### config.mk
export PLATFORM = sky130hd
export DESIGN_NAME = gate_sweep_ctrl
export DESIGN_NICKNAME = d
export VERILOG_FILES = /design/src/rtl/gate_sweep_ctrl.sv
export SDC_FILE = /design/constraint.sdc
export NUM_CORES = 1
export LEC_CHECK = 0
export BUFFER_PORTS_ARGS = -buffer_cell sky130_fd_sc_hd__buf_2
export CORE_UTILIZATION = 45
export CTS_CLUSTER_SIZE = 14
export DETAILED_ROUTE_END_ITERATION = 12
export HOLD_SLACK_MARGIN = 0.15
export PLACE_DENSITY = 0.67
export SLEW_MARGIN = 25
export SYNTH_ARGS = -nofsm -noshare
export SYNTH_HDL_FRONTEND = slang
export SYNTH_SLANG_ARGS = --single-unit
### constraint.sdc
create_clock -name clk -period 2.9 [get_ports clk]
set_input_delay 0.29 -clock clk [delete_from_list [all_inputs] [get_ports clk]]
set_output_delay 0.29 -clock clk [all_outputs]
set_load 0.01 [all_outputs]
### src/rtl/gate_sweep_ctrl.sv
// Exhaustive sweep sequencer for an N-input combinational gate: drives every
// input vector, waits a settle time, and compares the gate against a reference.
module gate_sweep_ctrl #(
  parameter int unsigned N      = 2,
  parameter int unsigned SETTLE = 4
) (
  input  logic         clk,
  input  logic         rst,
  input  logic         start,
  input  logic         abort,
  input  logic         dut_y,
  input  logic         ref_y,
  output logic [N-1:0] vec,
  output logic         busy,
  output logic         done,
  output logic         pass,
  output logic [N:0]   err_cnt,
  output logic [N-1:0] first_err_vec,
  output logic         first_err_valid
);

  localparam int unsigned WW = $clog2(SETTLE) + 1;
  localparam int unsigned EW = N + 1;
  localparam logic [WW-1:0] W_LAST   = WW'(SETTLE - 1);
  localparam logic [N-1:0]  VEC_LAST = '1;
  localparam logic [EW-1:0] ERR_MAX  = EW'(1 << N);

  typedef enum logic [1:0] {
    S_IDLE   = 2'd0,
    S_WAIT   = 2'd1,
    S_SAMPLE = 2'd2,
    S_DONE   = 2'd3
  } state_t;

  state_t        r_state;
  logic [N-1:0]  r_vec;
  logic [WW-1:0] r_wcnt;
  logic [EW-1:0] r_err_cnt;
  logic [N-1:0]  r_fev;
  logic          r_fev_vld;
  logic          r_busy;
  logic          r_done;
  logic          r_pass;

  state_t        w_state_nxt;
  logic [N-1:0]  w_vec_nxt;
  logic [WW-1:0] w_wcnt_nxt;
  logic [EW-1:0] w_err_nxt;
  logic [EW-1:0] w_err_upd;
  logic [N-1:0]  w_fev_nxt;
  logic          w_fev_vld_nxt;
  logic          w_busy_nxt;
  logic          w_done_nxt;
  logic          w_pass_nxt;
  logic          w_mismatch;

  assign w_mismatch = dut_y ^ ref_y;

  // State and all outputs are registered together.
  always_ff @(posedge clk or posedge rst) begin
    if (rst) begin
      r_state   <= S_IDLE;
      r_vec     <= '0;
      r_wcnt    <= '0;
      r_err_cnt <= '0;
      r_fev     <= '0;
      r_fev_vld <= 1'b0;
      r_busy    <= 1'b0;
      r_done    <= 1'b0;
      r_pass    <= 1'b0;
    end else begin
      r_state   <= w_state_nxt;
      r_vec     <= w_vec_nxt;
      r_wcnt    <= w_wcnt_nxt;
      r_err_cnt <= w_err_nxt;
      r_fev     <= w_fev_nxt;
      r_fev_vld <= w_fev_vld_nxt;
      r_busy    <= w_busy_nxt;
      r_done    <= w_done_nxt;
      r_pass    <= w_pass_nxt;
    end
  end

  // Abort overrides everything; start is only honoured when no sweep is running.
  always_comb begin
    w_state_nxt   = r_state;
    w_vec_nxt     = r_vec;
    w_wcnt_nxt    = r_wcnt;
    w_err_nxt     = r_err_cnt;
    w_err_upd     = r_err_cnt;
    w_fev_nxt     = r_fev;
    w_fev_vld_nxt = r_fev_vld;
    w_busy_nxt    = r_busy;
    w_done_nxt    = r_done;
    w_pass_nxt    = r_pass;

    if (abort) begin
      w_state_nxt = S_IDLE;
      w_vec_nxt   = '0;
      w_wcnt_nxt  = '0;
      w_busy_nxt  = 1'b0;
      w_done_nxt  = 1'b0;
      w_pass_nxt  = 1'b0;
    end else begin
      case (r_state)
        S_IDLE, S_DONE: begin
          if (start) begin
            w_state_nxt   = S_WAIT;
            w_vec_nxt     = '0;
            w_wcnt_nxt    = '0;
            w_err_nxt     = '0;
            w_fev_nxt     = '0;
            w_fev_vld_nxt = 1'b0;
            w_busy_nxt    = 1'b1;
            w_done_nxt    = 1'b0;
            w_pass_nxt    = 1'b0;
          end
        end
        S_WAIT: begin
          w_wcnt_nxt = r_wcnt + WW'(1);
          if (r_wcnt == W_LAST) begin
            w_state_nxt = S_SAMPLE;
          end
        end
        S_SAMPLE: begin
          if (w_mismatch) begin
            if (r_err_cnt != ERR_MAX) begin
              w_err_upd = r_err_cnt + EW'(1);
            end
            if (!r_fev_vld) begin
              w_fev_nxt     = r_vec;
              w_fev_vld_nxt = 1'b1;
            end
          end
          w_err_nxt = w_err_upd;
          if (r_vec == VEC_LAST) begin
            w_state_nxt = S_DONE;
            w_busy_nxt  = 1'b0;
            w_done_nxt  = 1'b1;
            w_pass_nxt  = (w_err_upd == '0);
          end else begin
            w_state_nxt = S_WAIT;
            w_vec_nxt   = r_vec + N'(1);
            w_wcnt_nxt  = '0;
          end
        end
        default: begin
          w_state_nxt = S_IDLE;
        end
      endcase
    end
  end

  assign vec             = r_vec;
  assign busy            = r_busy;
  assign done            = r_done;
  assign pass            = r_pass;
  assign err_cnt         = r_err_cnt;
  assign first_err_vec   = r_fev;
  assign first_err_valid = r_fev_vld;

endmodule
==> impl_metrics.tcl <==
set metrics [dict create \
    status "finished clean" \
    die_h_um 47.97 \
    final_cell_mix "dfrtp_1 (16), buf_2 (16), inv_1 (10), nand2_1 (9), ha_1 (8)" \
    grtUsageTotal 0.1696 \
    p_switching_uw 128.5 \
    max_slew_margin 0.6027 \
    grt_pass1_wl_um 2725 \
    synth_seq_cells 16 \
    syn_to_final_growth_pct 13.42 \
    yosysSeqAreaShare 0.4211 \
    p_leak_uw 0.0005374 \
    grt_start_max_net_pins 17 \
    startpoint_type "register" \
    dpl.hpwl_um 1275 \
    fmaxAchievable_mhz 544.2 \
    synthCells 99 \
    ir_worst_vdd_mv 0.2580 \
    drt_pass1_iterations 4 \
    core-area_sq_um 1982 \
    post_cts_buffers 0 \
    end_kind "register" \
    critPathMaxStageDelay_ps 430 \
    hold_viol 0 \
    ant_nets 0 \
    nNetsFinal 132 \
    grt_pass1_vias 662 \
    synth-edff-count 0 \
    sequentialPowerShare 0.538 \
    final_max_slew_viol_count 0 \
    arrival_ps 2060 \
    power.density_nw_per_um2 414.2 \
    fin_crit_sh 0.6336 \
    cts_made_buffers 3 \
    switching_share 0.2877 \
    setup_viol 0 \
    ys_types 32 \
    syn_area_sq_um 950.9 \
    cap_violations 0 \
    pin_count 17 \
    p_int_uw 318.2 \
    wl_per_cell_um 11.85 \
    hp-class "in2reg" \
    rsz0062_at_grt "false" \
    die_area_sq_um 2301 \
    drt_wl_total_um 1695 \
    fp.dieW_um 47.97 \
    port_buffers 16 \
    viasPerCell 5.322 \
    start_util 0.4798 \
    gr-total-overflow 0 \
    antenna_found_initial 0 \
    drive_gt1_frac 0.2155 \
    worstPathMaxFanout 7 \
    clk_latency_ps 280 \
    holdWs_ps 314.5 \
    cts-hold-fix-buffers 1 \
    rows 16 \
    synth-main-ff-cell "dfrtp_1" \
    required_ps 3130 \
    root_buffer "clkbuf_4" \
    synth-async-reset-ratio 1.000 \
    h-tree-depth 1 \
    cp_cell_sequence "inv_1, ha_1, nor2b_4, or3_1, o31ai_2, a22o_1" \
    yosysWarnings 0 \
    pwr-share-comb 0.204 \
    tightest_slew_ps 595.3 \
    critPathKind "reg2reg" \
    drc 0 \
    cts.sinks 16 \
    cts_buffer_depth 2 \
    syn_nets 113 \
    final.setup.tns_ps 0 \
    gp_congestion 0.7817 \
    drt_iter0_drc 19 \
    dr_total_vias 761 \
    insertedDiodeCount 0 \
    final-instance-count-excl-fill 143 \
    crit_slowest_cell "or3_1" \
    clk_pin_slew_ps 90 \
    postCtsResizedCells 0 \
    place_inst 139 \
    fin_skew_ps 0.8691 \
    cts_tree "built" \
    clockPowerShare 0.258 \
    period_needed_ps 1837 \
    synth_area_per_cell_sq_um 9.605 \
]
==> path summary, 6_finish.rpt <==
check	endpoint	cells past startpoint	slack, ps	start
max	first_err_vec[1]	6	1060	r_state[0]
max in group asynchronous	r_state[1]	3	1900	rst
min	vec[0]	2	310	abort
min reg2reg	done	1	490	done
min in group asynchronous	r_wcnt[2]	3	610	rst
max reg2reg	first_err_vec[1]	6	1060	r_state[0]
==> critical path: cells and delay by family (launching register included) <==
kind                     cells  cell delay (ps)
adder cells (fa/ha/maj)      1              340
AND/OR/NAND/NOR              2              590
AO/OA/AOI/OAI                2              380
flip-flops                   1              400
buffers and inverters        1               60
==> power groups by stage <==
stage | sequential [uW] | clock, uW | combinational [uW]
floorplan | 247 | 0 | 67.6
global placement | 245 | 0 | 87.4
detailed placement | 245 | 0 | 90.0
CTS | 240 | 118 | 92.1
global route | 243 | 128 | 102
finish | 240 | 115 | 91.1
==> through the flow <==
step,power (uW),util,instance area [sq um],setup slack [ps]
after CTS,450.3,0.5442,1079,1058
after global placement,332.2,0.5278,1046,1138
after detailed placement,335.0,0.5278,1046,1085
final,446.7,0.5442,1079,1063
after global routing,472.4,0.5442,1079,977.3
after floorplan,314.3,-,950.9,1170
==> final cells by class <==
| type | count | area, sq um |
|---|---|---|
| flip-flops and latches | 16 | 400.4 |
| multi-input cells | 70 | 494.2 |
| fillers | 187 | 903.4 |
| repair buffers | 17 | 90.09 |
| well taps | 27 | 33.78 |
| clock buffers | 3 | 22.52 |
| inverters | 10 | 37.54 |
==> synth_stat cells, types with 2 or more instances <==
cell,count,area share
clkbuf_1,2,0.0079
nor2b_1,2,0.013
nor2_1,5,0.020
o31ai_1,3,0.024
a21o_1,2,0.016
mux2i_1,2,0.021
nand2b_1,3,0.020
dfrtp_1,16,0.42
ha_1,8,0.11
inv_1,10,0.039
nor3_1,4,0.021
a21oi_1,7,0.037
nand2_1,9,0.036
o21ai_0,4,0.021
and2_1,2,0.013
xnor2_1,2,0.018
o22ai_1,3,0.020
==> layer usage <==
metal  track usage  up-vias  share of wire
met1        0.2279      354           0.48
met2        0.2676       20           0.46
met4       0.06667        0          0.012
met3       0.03396        4          0.043
li1              -      383              -
met5             0        -              0
==> logic make-up (layout without fill, tap and decap cells) <==
logic type                 Yosys count  in the layout  share of synthesized area
AOI/OAI and AO/OA                   27             27                     0.1974
xor gates and xnor gates             3              3                    0.02764
DFF                                 16             16                     0.4210
and+or+nand+nor                     29             29                     0.1566
muxes                                3              3                    0.03289
adders and majority gates            8              8                     0.1053
buffers and inverters               13             30                    0.05922
==> flip-flops by register name, indices dropped and copies added, names as in the netlist <==
name             count
err_cnt              3
r_wcnt               3
first_err_vec        2
r_state              2
vec                  2
busy                 1
done                 1
first_err_valid      1
pass                 1
No activity file was read; power rests on OpenSTA's default activity.
